[config.mk]
export PLATFORM = sky130hd
export DESIGN_NAME = pc_fetch_flat
export DESIGN_NICKNAME = d
export VERILOG_FILES = /design/src/rtl/pc_fetch_if.sv /design/src/rtl/pc_fetch.sv /design/src/flat_wrapper.sv
export SDC_FILE = /design/constraint.sdc
export NUM_CORES = 1
export LEC_CHECK = 0
export CAP_MARGIN = 5
export CORE_AREA = 2 2 79 81
export DETAILED_ROUTE_END_ITERATION = 6
export DIE_AREA = 0 0 81 83
export GPL_TIMING_DRIVEN = 0
export PLACE_DENSITY_LB_ADDON = 0.1
export SYNTH_ARGS = -nofsm -noshare
export SYNTH_HDL_FRONTEND = slang
export SYNTH_SLANG_ARGS = --single-unit
export TNS_END_PERCENT = 1
[constraint.sdc]
create_clock -name clk -period 6.1 [get_ports clk]
set_clock_uncertainty 0.15 [all_clocks]
set_input_delay 0.61 -clock clk [delete_from_list [all_inputs] [get_ports clk]]
set_output_delay 0.61 -clock clk [all_outputs]
set_load 0.02 [all_outputs]
[src/rtl/pc_fetch_if.sv]
// Instruction-fetch bus between pc_fetch, instruction memory and the decoder.
interface pc_fetch_if;
    logic        imem_req;
    logic [15:0] imem_addr;
    logic        imem_ready;
    logic [15:0] imem_data;
    logic [15:0] instr;
    logic        instr_valid;
    logic [15:0] pc_inc;
    logic [1:0]  branch_src;
    logic [15:0] br_target;
    logic        flag_z;
    logic        flag_v;
    logic        flag_n;
    logic        halted;

    // Fetch unit side
    modport master (
        output imem_req, imem_addr, instr, instr_valid, pc_inc, halted,
        input  imem_ready, imem_data, branch_src, br_target, flag_z, flag_v, flag_n
    );

    // Memory / decoder side
    modport slave (
        input  imem_req, imem_addr, instr, instr_valid, pc_inc, halted,
        output imem_ready, imem_data, branch_src, br_target, flag_z, flag_v, flag_n
    );
endinterface

[src/rtl/pc_fetch.sv]
// Program counter and instruction fetch sequencer: FETCH -> ISSUE -> FETCH,
// with conditional PC-relative / register branches and a sticky HALT.
module pc_fetch #(
    parameter logic [15:0] RESET_PC = 16'h0000
) (
    input  logic     clk,
    input  logic     rst,
    pc_fetch_if.master bus
);
    typedef enum logic [1:0] {
        FETCH = 2'd0,
        ISSUE = 2'd1,
        HALT  = 2'd2
    } stateT;

    stateT       state;
    logic [15:0] pc;
    logic [15:0] instrReg;
    logic        reqReg;
    logic        validReg;
    logic        haltedReg;

    logic [15:0] pcInc;
    logic [15:0] branchOffset;
    logic [15:0] nextPc;
    logic [2:0]  cond;
    logic [8:0]  imm9;
    logic        condTaken;

    assign cond         = instrReg[11:9];
    assign imm9         = instrReg[8:0];
    assign pcInc        = pc + 16'd2;
    assign branchOffset = {{6{imm9[8]}}, imm9, 1'b0};

    // Evaluate the branch condition against the current flags
    always_comb begin
        condTaken = 1'b0;
        case (cond)
            3'b000: condTaken = !bus.flag_z;
            3'b001: condTaken = bus.flag_z;
            3'b010: condTaken = !bus.flag_z && !bus.flag_n;
            3'b011: condTaken = bus.flag_n;
            3'b100: condTaken = bus.flag_z || (!bus.flag_z && !bus.flag_n);
            3'b101: condTaken = bus.flag_n || bus.flag_z;
            3'b110: condTaken = bus.flag_v;
            3'b111: condTaken = 1'b1;
            default: condTaken = 1'b0;
        endcase
    end

    // Select the next PC from the decoder branch source
    always_comb begin
        nextPc = pcInc;
        if (condTaken) begin
            if (bus.branch_src[1]) begin
                nextPc = bus.br_target & 16'hFFFE;
            end else if (bus.branch_src[0]) begin
                nextPc = pcInc + branchOffset;
            end
        end
    end

    // Sequencer state, PC, instruction register and registered strobes
    always_ff @(posedge clk) begin
        if (rst) begin
            state     <= FETCH;
            pc        <= RESET_PC & 16'hFFFE;
            instrReg  <= '0;
            haltedReg <= 1'b0;
            reqReg    <= 1'b1;
            validReg  <= 1'b0;
        end else begin
            case (state)
                FETCH: begin
                    if (bus.imem_ready) begin
                        instrReg <= bus.imem_data;
                        state    <= ISSUE;
                        reqReg   <= 1'b0;
                        validReg <= 1'b1;
                    end
                end
                ISSUE: begin
                    validReg <= 1'b0;
                    if (instrReg[15:12] == 4'b1111) begin
                        state     <= HALT;
                        haltedReg <= 1'b1;
                    end else begin
                        pc     <= nextPc;
                        state  <= FETCH;
                        reqReg <= 1'b1;
                    end
                end
                HALT: begin
                    reqReg   <= 1'b0;
                    validReg <= 1'b0;
                end
                default: begin
                    state    <= FETCH;
                    reqReg   <= 1'b1;
                    validReg <= 1'b0;
                end
            endcase
        end
    end

    assign bus.imem_req    = reqReg;
    assign bus.imem_addr   = pc;
    assign bus.instr       = instrReg;
    assign bus.instr_valid = validReg;
    assign bus.pc_inc      = pcInc;
    assign bus.halted      = haltedReg;
endmodule

[src/flat_wrapper.sv]
// flat-port wrapper written by rule: the top's interface ports become plain ports
module pc_fetch_flat 
#(
    parameter logic [15:0] RESET_PC = 16'h0000
)
  (clk, rst, bus_imem_req, bus_imem_addr, bus_instr, bus_instr_valid, bus_pc_inc, bus_halted, bus_imem_ready, bus_imem_data, bus_branch_src, bus_br_target, bus_flag_z, bus_flag_v, bus_flag_n);
  pc_fetch_if bus_i ();
  input  logic clk;
  input  logic rst;
  output wire logic [$bits(bus_i.imem_req)-1:0] bus_imem_req;
  output wire logic [$bits(bus_i.imem_addr)-1:0] bus_imem_addr;
  output wire logic [$bits(bus_i.instr)-1:0] bus_instr;
  output wire logic [$bits(bus_i.instr_valid)-1:0] bus_instr_valid;
  output wire logic [$bits(bus_i.pc_inc)-1:0] bus_pc_inc;
  output wire logic [$bits(bus_i.halted)-1:0] bus_halted;
  input wire logic [$bits(bus_i.imem_ready)-1:0] bus_imem_ready;
  input wire logic [$bits(bus_i.imem_data)-1:0] bus_imem_data;
  input wire logic [$bits(bus_i.branch_src)-1:0] bus_branch_src;
  input wire logic [$bits(bus_i.br_target)-1:0] bus_br_target;
  input wire logic [$bits(bus_i.flag_z)-1:0] bus_flag_z;
  input wire logic [$bits(bus_i.flag_v)-1:0] bus_flag_v;
  input wire logic [$bits(bus_i.flag_n)-1:0] bus_flag_n;
  assign bus_imem_req = bus_i.imem_req;
  assign bus_imem_addr = bus_i.imem_addr;
  assign bus_instr = bus_i.instr;
  assign bus_instr_valid = bus_i.instr_valid;
  assign bus_pc_inc = bus_i.pc_inc;
  assign bus_halted = bus_i.halted;
  assign bus_i.imem_ready = bus_imem_ready;
  assign bus_i.imem_data = bus_imem_data;
  assign bus_i.branch_src = bus_branch_src;
  assign bus_i.br_target = bus_br_target;
  assign bus_i.flag_z = bus_flag_z;
  assign bus_i.flag_v = bus_flag_v;
  assign bus_i.flag_n = bus_flag_n;
  pc_fetch #(.RESET_PC(RESET_PC)) u_core (.clk(clk), .rst(rst), .bus(bus_i));
endmodule
==> insert_results.sql, run 1 <==
INSERT INTO impl_metrics (metric_group, metric, value, unit) VALUES
('status', 'result_of_the_run', 'finished, final reports clean', ''),
('sta', 'worst_slew_pin_slew', '0.717', 'ns'),
('global_routing', 'maximum_number_of_pins_on_one_net_before_global_route_repair', '14', ''),
('cts', 'clk-insertion-delay-late', '0.30', 'ns'),
('worst_setup_path', 'r2r-start', 'u_core.bus.imem_addr[1]', ''),
('sta', 'rsz0062_at_grt', 'no', ''),
('power_and_ir_drop', 'p_total', '724', 'uW'),
('sta', 'final-max-slew-violation-count', '0', ''),
('cts', 'number_of_cts_inserted_buffers', '5', ''),
('logic_synthesis', 'synth.yosys.seq_area_share', '0.249', ''),
('cts', 'htree_num_levels', '2', ''),
('drt', 'drt-wirelength-per-cell', '16.3', 'um'),
('logic_synthesis', 'synth_most_common_cell', 'sky130_fd_sc_hd__nand2_1', ''),
('logic_synthesis', 'synthesis.yosys.warnings', '0', ''),
('global_routing', 'grt_pass1_vias', '2896', ''),
('job', 'maxCapViolations', '0', ''),
('logic_synthesis', 'synth.lib_cells_used.distinct', '65', ''),
('die', 'placeableCoreArea', '5820', 'um^2'),
('die', 'start_util', '0.498', ''),
('worst_setup_path', 'r2r_setup_slk', '2.48', 'ns'),
('global_routing', 'grt-ovfl-total', '0', ''),
('worst_setup_path', 'critPathMaxStageDelay', '0.69', 'ns'),
('sta', 'layout_worst_path_cycle_share', '0.595', ''),
('sta', 'totalNegativeSetupSlack', '0', 'ns'),
('logic_synthesis', 'postSynthCellCount', '380', ''),
('cts', 'tritoncts', 'yes', ''),
('die', 'floorplan.die.width', '81', 'um'),
('drt', 'via_per_inst', '5.78', ''),
('worst_setup_path', 'timing.rr.end', 'u_core.bus.imem_addr[14]', ''),
('global_routing', 'globalRouteTotalUtil', '0.273', ''),
('worst_setup_path', 'worstPathMaxFanout', '7', ''),
('global_routing', 'busiest_layer', 'met2', ''),
('layout', 'num_antenna_cells', '0', ''),
('power_and_ir_drop', 'vdd.ir_drop.worst', '0.115', 'mV'),
('global_routing', 'grt_use_met3', '0.0413', ''),
('drt', 'dr.first_iter.drc_count', '273', ''),
('worst_setup_path', 'timing_worst_setup_path_type', 'flop to output pin', ''),
('layout', 'final_nets', '534', ''),
('placed_design', 'portBuffers', '87', ''),
('min_path', 'hold_path_class', 'flop to flop', ''),
('global_routing', 'grt_util_met1', '0.385', ''),
('worst_setup_path', 'worst_r2r_path_depth', '13', ''),
('layout', 'syn2layout_area_growth', '37.2', '%'),
('sta', 'slew-limit-headroom', '0.522', ''),
('sta', 'final_period_minus_worst_setup_slack', '3.63', 'ns'),
('power_and_ir_drop', 'leakagePower', '1.59', 'nW'),
('die', 'die_area', '6720', 'um^2'),
('global_routing', 'use_met2', '0.434', ''),
('min_path', 'hold_path_startpoint', 'u_core.bus.instr[13]', ''),
('min_path', 'end_point_of_the_worst_hold_path', 'u_core.bus.instr[13]', ''),
('min_path', 'hold_depth', '2', ''),
('power_and_ir_drop', 'cell_pwr_density', '182', 'nW/um^2'),
('drt', 'routed-via-count', '3186', ''),
('logic_synthesis', 'async_reset_ff_frac', '0', ''),
('cts', 'clk_pin_slew', '0.07', 'ns'),
('drt', 'detailedRoute.firstPassIterationCount', '4', ''),
('global_routing', 'grt_pass1_wl', '14500', 'um'),
('logic_synthesis', 'synthTopCellsByArea', 'sky130_fd_sc_hd__dfxtp_1 (25%), sky130_fd_sc_hd__ha_1 (7.8%), sky130_fd_sc_hd__nand2_1 (7.4%)', ''),
('global_routing', 'antenna_violations_before_repair', '0', ''),
('logic_synthesis', 'synthFlopType', 'sky130_fd_sc_hd__dfxtp_1', ''),
('cts', 'cts_sinks', '36', ''),
('cts', 'holdBufCountCts', '0', ''),
('drt', 'routed_wirelength', '8990', 'um'),
('worst_setup_path', 'critical_path_required', '5.34', 'ns'),
('placed_design', 'place_congestion', '0.937', ''),
('logic_synthesis', 'postSynthRegisterBits', '36', ''),
('cts', 'cts_resized', '0', ''),
('logic_synthesis', 'netlist_area', '2890', 'um^2'),
('sta', 'final-setup-viol-count', '0', ''),
('drt', 'ant_nets_after_route', '0', ''),
('cts', 'cts_max_path_bufs', '2', '');
==> how the worst max path moves through the flow <==
stage                          endpoint               startpoint  slack [ns]  cells after the start
3_5_place_dp   u_core.bus.imem_addr[14]  u_core.bus.imem_addr[1]        2.62                     13
3_3_place_gp   u_core.bus.imem_addr[14]  u_core.bus.imem_addr[1]        2.62                     13
5_1_grt        u_core.bus.imem_addr[14]  u_core.bus.imem_addr[1]        2.18                     13
4_1_cts                  bus_pc_inc[13]  u_core.bus.imem_addr[1]        2.48                      6
6_report                 bus_pc_inc[13]  u_core.bus.imem_addr[1]        2.47                      6
2_1_floorplan  u_core.bus.imem_addr[14]  u_core.bus.imem_addr[1]        2.72                     13
==> cell families (layout without fill, tap and decap cells) <==
logic type               after synthesis  in the layout  synth area share
buffers and inverters                 32            127            0.0670
other                                  1              2           0.00130
multiplexers                           5              5            0.0177
AO/OA/AOI/OAI                        119            119             0.283
AND/OR/NAND/NOR                      147            147             0.234
flip-flops                            36             36             0.249
adder cells (fa/ha/maj)               19             19            0.0847
XOR/XNOR                              21             21            0.0636
==> critical path: cells and delay by family, from the launching register on <==
kind                       cells  cell delay, ns
and+or+nand+nor                3            0.70
DFF                            1            0.49
adders and majority gates      1            0.29
xor gates and xnor gates       1            0.40
buffers and inverters          1            0.69
==> power breakdown <==
| part | switching, mW | internal [mW] |
|---|---|---|
| clock network | 0.0937 | 0.121 |
| logic | 0.129 | 0.112 |
| registers | 0.0191 | 0.249 |
==> metrics by stage <==
| step | std cells | hold slack, ns | instance area (um^2) | worst slack (ns) | util |
|---|---|---|---|---|---|
| after floorplan | 381 | 0.342 | 2900 | 2.72 | - |
| after global placement | 543 | 0.301 | 3860 | 2.62 | 0.664 |
| after detailed placement | 543 | 0.317 | 3860 | 2.62 | 0.664 |
| after CTS | 551 | 0.329 | 3970 | 2.48 | 0.683 |
| after global routing | 551 | 0.345 | 3970 | 2.18 | 0.683 |
| final | 551 | 0.329 | 3970 | 2.47 | 0.683 |
==> registers in the layout, indices dropped and copies added (netlist names) <==
name,cells
u_core.bus.halted,1
u_core.bus.instr_valid,1
u_core.bus.instr,16
u_core.bus.imem_req,1
u_core.state,2
u_core.bus.imem_addr,15
==> area by class of cell <==
| class | instances | area [um^2] |
|---|---|---|
| sequential | 36 | 721 |
| fill | 533 | 1850 |
| timing repair buffer | 87 | 871 |
| clock inverter | 2 | 35.0 |
| tap | 75 | 93.8 |
| clock buffer | 6 | 72.6 |
| multi-input combinational | 313 | 1980 |
| inverter | 12 | 45.0 |
| buffer | 20 | 149 |
==> layout by cell type (no fill, tap or decap), drive strengths merged, types with 4 or more instances in the layout <==
cell type      instances
clkdlybuf4s50         87
a22oi                  5
o22ai                  4
and2                   4
nor2                  41
dfxtp                 36
inv                   12
nand4                  5
o21ai                 21
a211oi                10
nand2                 57
ha                    18
xnor2                 11
nor2b                  6
nand3                  8
buf                    5
clkbuf                21
a21oi                 41
nor3                   9
xor2                  10
nand2b                 7
mux2i                  4
and3                   4
o211ai                 4
==> routing by layer <==
| layer | share of wire | wire length [um] |
|---|---|---|
| met5 | 0 | 0 |
| met1 | 0.46 | 4120 |
| met2 | 0.47 | 4220 |
| met4 | 0.017 | 154 |
| met3 | 0.056 | 500 |
(Power assumes the default switching activity.)
==> inputs of run 2 (changes only) <==
Settings changed: CORE_AREA 2 2 79 81 to 2 2 82 84, DIE_AREA 0 0 81 83 to 0 0 84 86.
Clock period 6.1 ns to 3.5 ns, I/O delays scaled along.
==> run 2 against run 1 <==
  * Flip-flop and latch count unchanged
  * Die area up 7.5%
  * Critical path type is now flop to flop
  * Non-clock buffer count rose by 2
  * Setup slack lost 2.3 ns
  * Design area grew 1.0%
==> insert_results.sql, run 2 (synthesized netlist as in run 1, its figures left out) <==
INSERT INTO impl_metrics (metric_group, metric, value, unit) VALUES
('status', 'result_of_the_run', 'finished, final reports clean', ''),
('drt', 'drt-wirelength-per-cell', '16.4', 'um'),
('layout', 'num_antenna_cells', '0', ''),
('min_path', 'hold_path_class', 'flop to flop', ''),
('power_and_ir_drop', 'p_total', '1.22', 'mW'),
('global_routing', 'globalRouteTotalUtil', '0.249', ''),
('power_and_ir_drop', 'switchingPower', '427', 'uW'),
('power_and_ir_drop', 'p_seq_frac', '0.383', ''),
('layout', 'largest_register_ff_count', '16', ''),
('min_path', 'hold_depth', '2', ''),
('global_routing', 'grt_pass1_wl', '14600', 'um'),
('power_and_ir_drop', 'cell_pwr_density', '304', 'nW/um^2'),
('sta', 'worst_slew_pin_slew', '0.685', 'ns'),
('power_and_ir_drop', 'internal_power', '791', 'uW'),
('cts', 'holdBufCountCts', '0', ''),
('power_and_ir_drop', 'leakagePower', '1.60', 'nW'),
('worst_setup_path', 'critical_path_required', '3.58', 'ns'),
('cts', 'clock_tree.root_cell', 'sky130_fd_sc_hd__clkbuf_8', ''),
('cts', 'cts_max_path_bufs', '2', ''),
('global_routing', 'grt_pass1_vias', '3004', ''),
('job', 'maxCapViolations', '0', ''),
('layout', 'most_frequent_cells_in_the_layout', 'sky130_fd_sc_hd__clkdlybuf4s50_1 (87), sky130_fd_sc_hd__nand2_1 (57), sky130_fd_sc_hd__a21oi_1 (40), sky130_fd_sc_hd__nor2_1 (39), sky130_fd_sc_hd__dfxtp_1 (33)', ''),
('sta', 'slew-limit-headroom', '0.540', ''),
('placed_design', 'detailedPlacementHpwl', '6780', 'um'),
('sta', 'max_freq', '298', 'MHz'),
('layout', 'final_nets', '536', ''),
('global_routing', 'antenna_violations_before_repair', '0', ''),
('layout', 'syn2layout_area_growth', '38.6', '%'),
('layout', 'final_layout_size_suffix_gt1_frac', '0.0879', ''),
('die', 'die_height', '86', 'um'),
('power_and_ir_drop', 'power_frac_clock', '0.270', ''),
('drt', 'ant_nets_after_route', '0', ''),
('worst_setup_path', 'worst_setup_path_start_kind', 'flop', ''),
('worst_setup_path', 'worstSetupEndpointType', 'flop', ''),
('placed_design', 'portBuffers', '87', ''),
('worst_setup_path', 'timing_worst_setup_path_type', 'flop to flop', ''),
('die', 'die_area', '7220', 'um^2'),
('sta', 'final-setup-viol-count', '0', ''),
('sta', 'final_hold_viol_count', '0', ''),
('layout', 'postLayoutCoreUtil', '0.639', ''),
('power_and_ir_drop', 'pwr-share-comb', '0.347', ''),
('layout', 'layout.filler_cells', '574', ''),
('die', 'pin_count', '91', ''),
('drt', 'via_per_inst', '5.70', ''),
('worst_setup_path', 'worstPathMaxFanout', '5', ''),
('drt', 'dr.first_iter.drc_count', '158', ''),
('global_routing', 'grt-ovfl-total', '0', ''),
('cts', 'clk_pin_slew', '0.08', 'ns'),
('sta', 'final-max-slew-violation-count', '0', ''),
('cts', 'clk-insertion-delay-late', '0.30', 'ns'),
('placed_design', 'placed_cell_area', '3860', 'um^2'),
('worst_setup_path', 'worst_r2r_path_depth', '11', ''),
('cts', 'htree_num_levels', '2', ''),
('cts', 'number_of_cts_inserted_buffers', '5', ''),
('layout', 'layout.cell_area.non_filler', '4010', 'um^2'),
('layout', 'final_common_cell', 'sky130_fd_sc_hd__clkdlybuf4s50_1', ''),
('placed_design', 'place_congestion', '0.869', ''),
('sta', 'totalNegativeSetupSlack', '0', 'ns'),
('cts', 'cts_sinks', '36', ''),
('power_and_ir_drop', 'vdd.ir_drop.worst', '0.175', 'mV'),
('die', 'core.rowCount', '29', ''),
('die', 'start_util', '0.461', ''),
('drt', 'routed-via-count', '3165', ''),
('drt', 'drcViolationCount', '0', ''),
('drt', 'routed_wirelength', '9110', 'um'),
('global_routing', 'maximum_number_of_pins_on_one_net_before_global_route_repair', '14', ''),
('die', 'placeableCoreArea', '6280', 'um^2'),
('sta', 'holdWs', '0.328', 'ns'),
('drt', 'detailedRoute.firstPassIterationCount', '4', ''),
('cts', 'tritoncts', 'yes', ''),
('power_and_ir_drop', 'power.share.switching', '0.351', ''),
('sta', 'layout_worst_path_cycle_share', '0.959', ''),
('sta', 'final_period_minus_worst_setup_slack', '3.36', 'ns'),
('worst_setup_path', 'arrival', '3.44', 'ns'),
('die', 'floorplan.die.width', '84', 'um');
run 2: final timing paths:
check | start | to | slack, ns
worst min-delay path | u_core.bus.instr[13] | u_core.bus.instr[13] | 0.33
worst max-delay path | u_core.bus.imem_addr[2] | u_core.bus.imem_addr[15] | 0.14
worst max register to register | u_core.bus.imem_addr[2] | u_core.bus.imem_addr[15] | 0.14
worst min register to register | u_core.bus.instr[13] | u_core.bus.instr[13] | 0.33
run 2: worst max-delay path, stage by stage (launching register included):
cell and delay [ns]:
sky130_fd_sc_hd__dfxtp_1 0.44, sky130_fd_sc_hd__nand4_2 0.20, sky130_fd_sc_hd__nor2_2 0.25, sky130_fd_sc_hd__xor2_1 0.31, sky130_fd_sc_hd__ha_1 0.36, sky130_fd_sc_hd__a21oi_1 0.23
sky130_fd_sc_hd__inv_1 0.11, sky130_fd_sc_hd__o41ai_4 0.39, sky130_fd_sc_hd__o21ai_2 0.15, sky130_fd_sc_hd__a211o_1 0.34, sky130_fd_sc_hd__a211o_1 0.28, sky130_fd_sc_hd__o211ai_1 0.08
run 2: timing repair:
| item | CTS | global route |
|---|---|---|
| resized for setup | 1 | 8 |
| pin swaps | 0 | 1 |
| setup endpoints to repair | 1 | 7 |
| buffers inserted | 0 | 2 |
run 2: final cells by class:
cell class / instances / area (um^2) / share of cell area
Multi-Input combinational cell: 313 / 2020 / 0.503
Timing Repair Buffer: 89 / 886 / 0.221
Sequential cell: 36 / 724 / 0.181
Buffer: 20 / 149 / 0.0371
Tap cell: 77 / 96.3 / 0.0240
Clock buffer: 7 / 86.3 / 0.0215
Inverter: 12 / 45.0 / 0.0112
Clock inverter: 1 / 7.51 / 0.00187
run 2: per-stage QoR:
| stage | worst slack (ns) | std cells |
|---|---|---|
| floorplan | 0.118 | 381 |
| global placement | 0.0173 | 545 |
| detailed placement | -0.0224 | 545 |
| CTS | 0.0246 | 553 |
| global route | -0.00627 | 555 |
| finish | 0.144 | 555 |
run 2: metal layers:
metal  GRT usage  share of wire  wire, um  up-vias
met2       0.400           0.46      4220      110
met1       0.342           0.47      4260     1495
li1            -              -         -     1551
met3      0.0395          0.056       508        9
met4      0.0850          0.013       119        0
met5           0              0         0        -
run 2: power groups by stage:
stage | logic (mW) | registers, mW | clock network (mW)
floorplan | 0.221 | 0.496 | 0
global placement | 0.409 | 0.474 | 0
detailed placement | 0.415 | 0.475 | 0
CTS | 0.417 | 0.466 | 0.329
global route | 0.458 | 0.471 | 0.351
finish | 0.423 | 0.467 | 0.329
==> inputs of run 3 (changes only) <==
Settings changed: CAP_MARGIN 5 to 25.
==> results of run 3 <==
Final layout, timing and power as in run 2 (identical DEF).
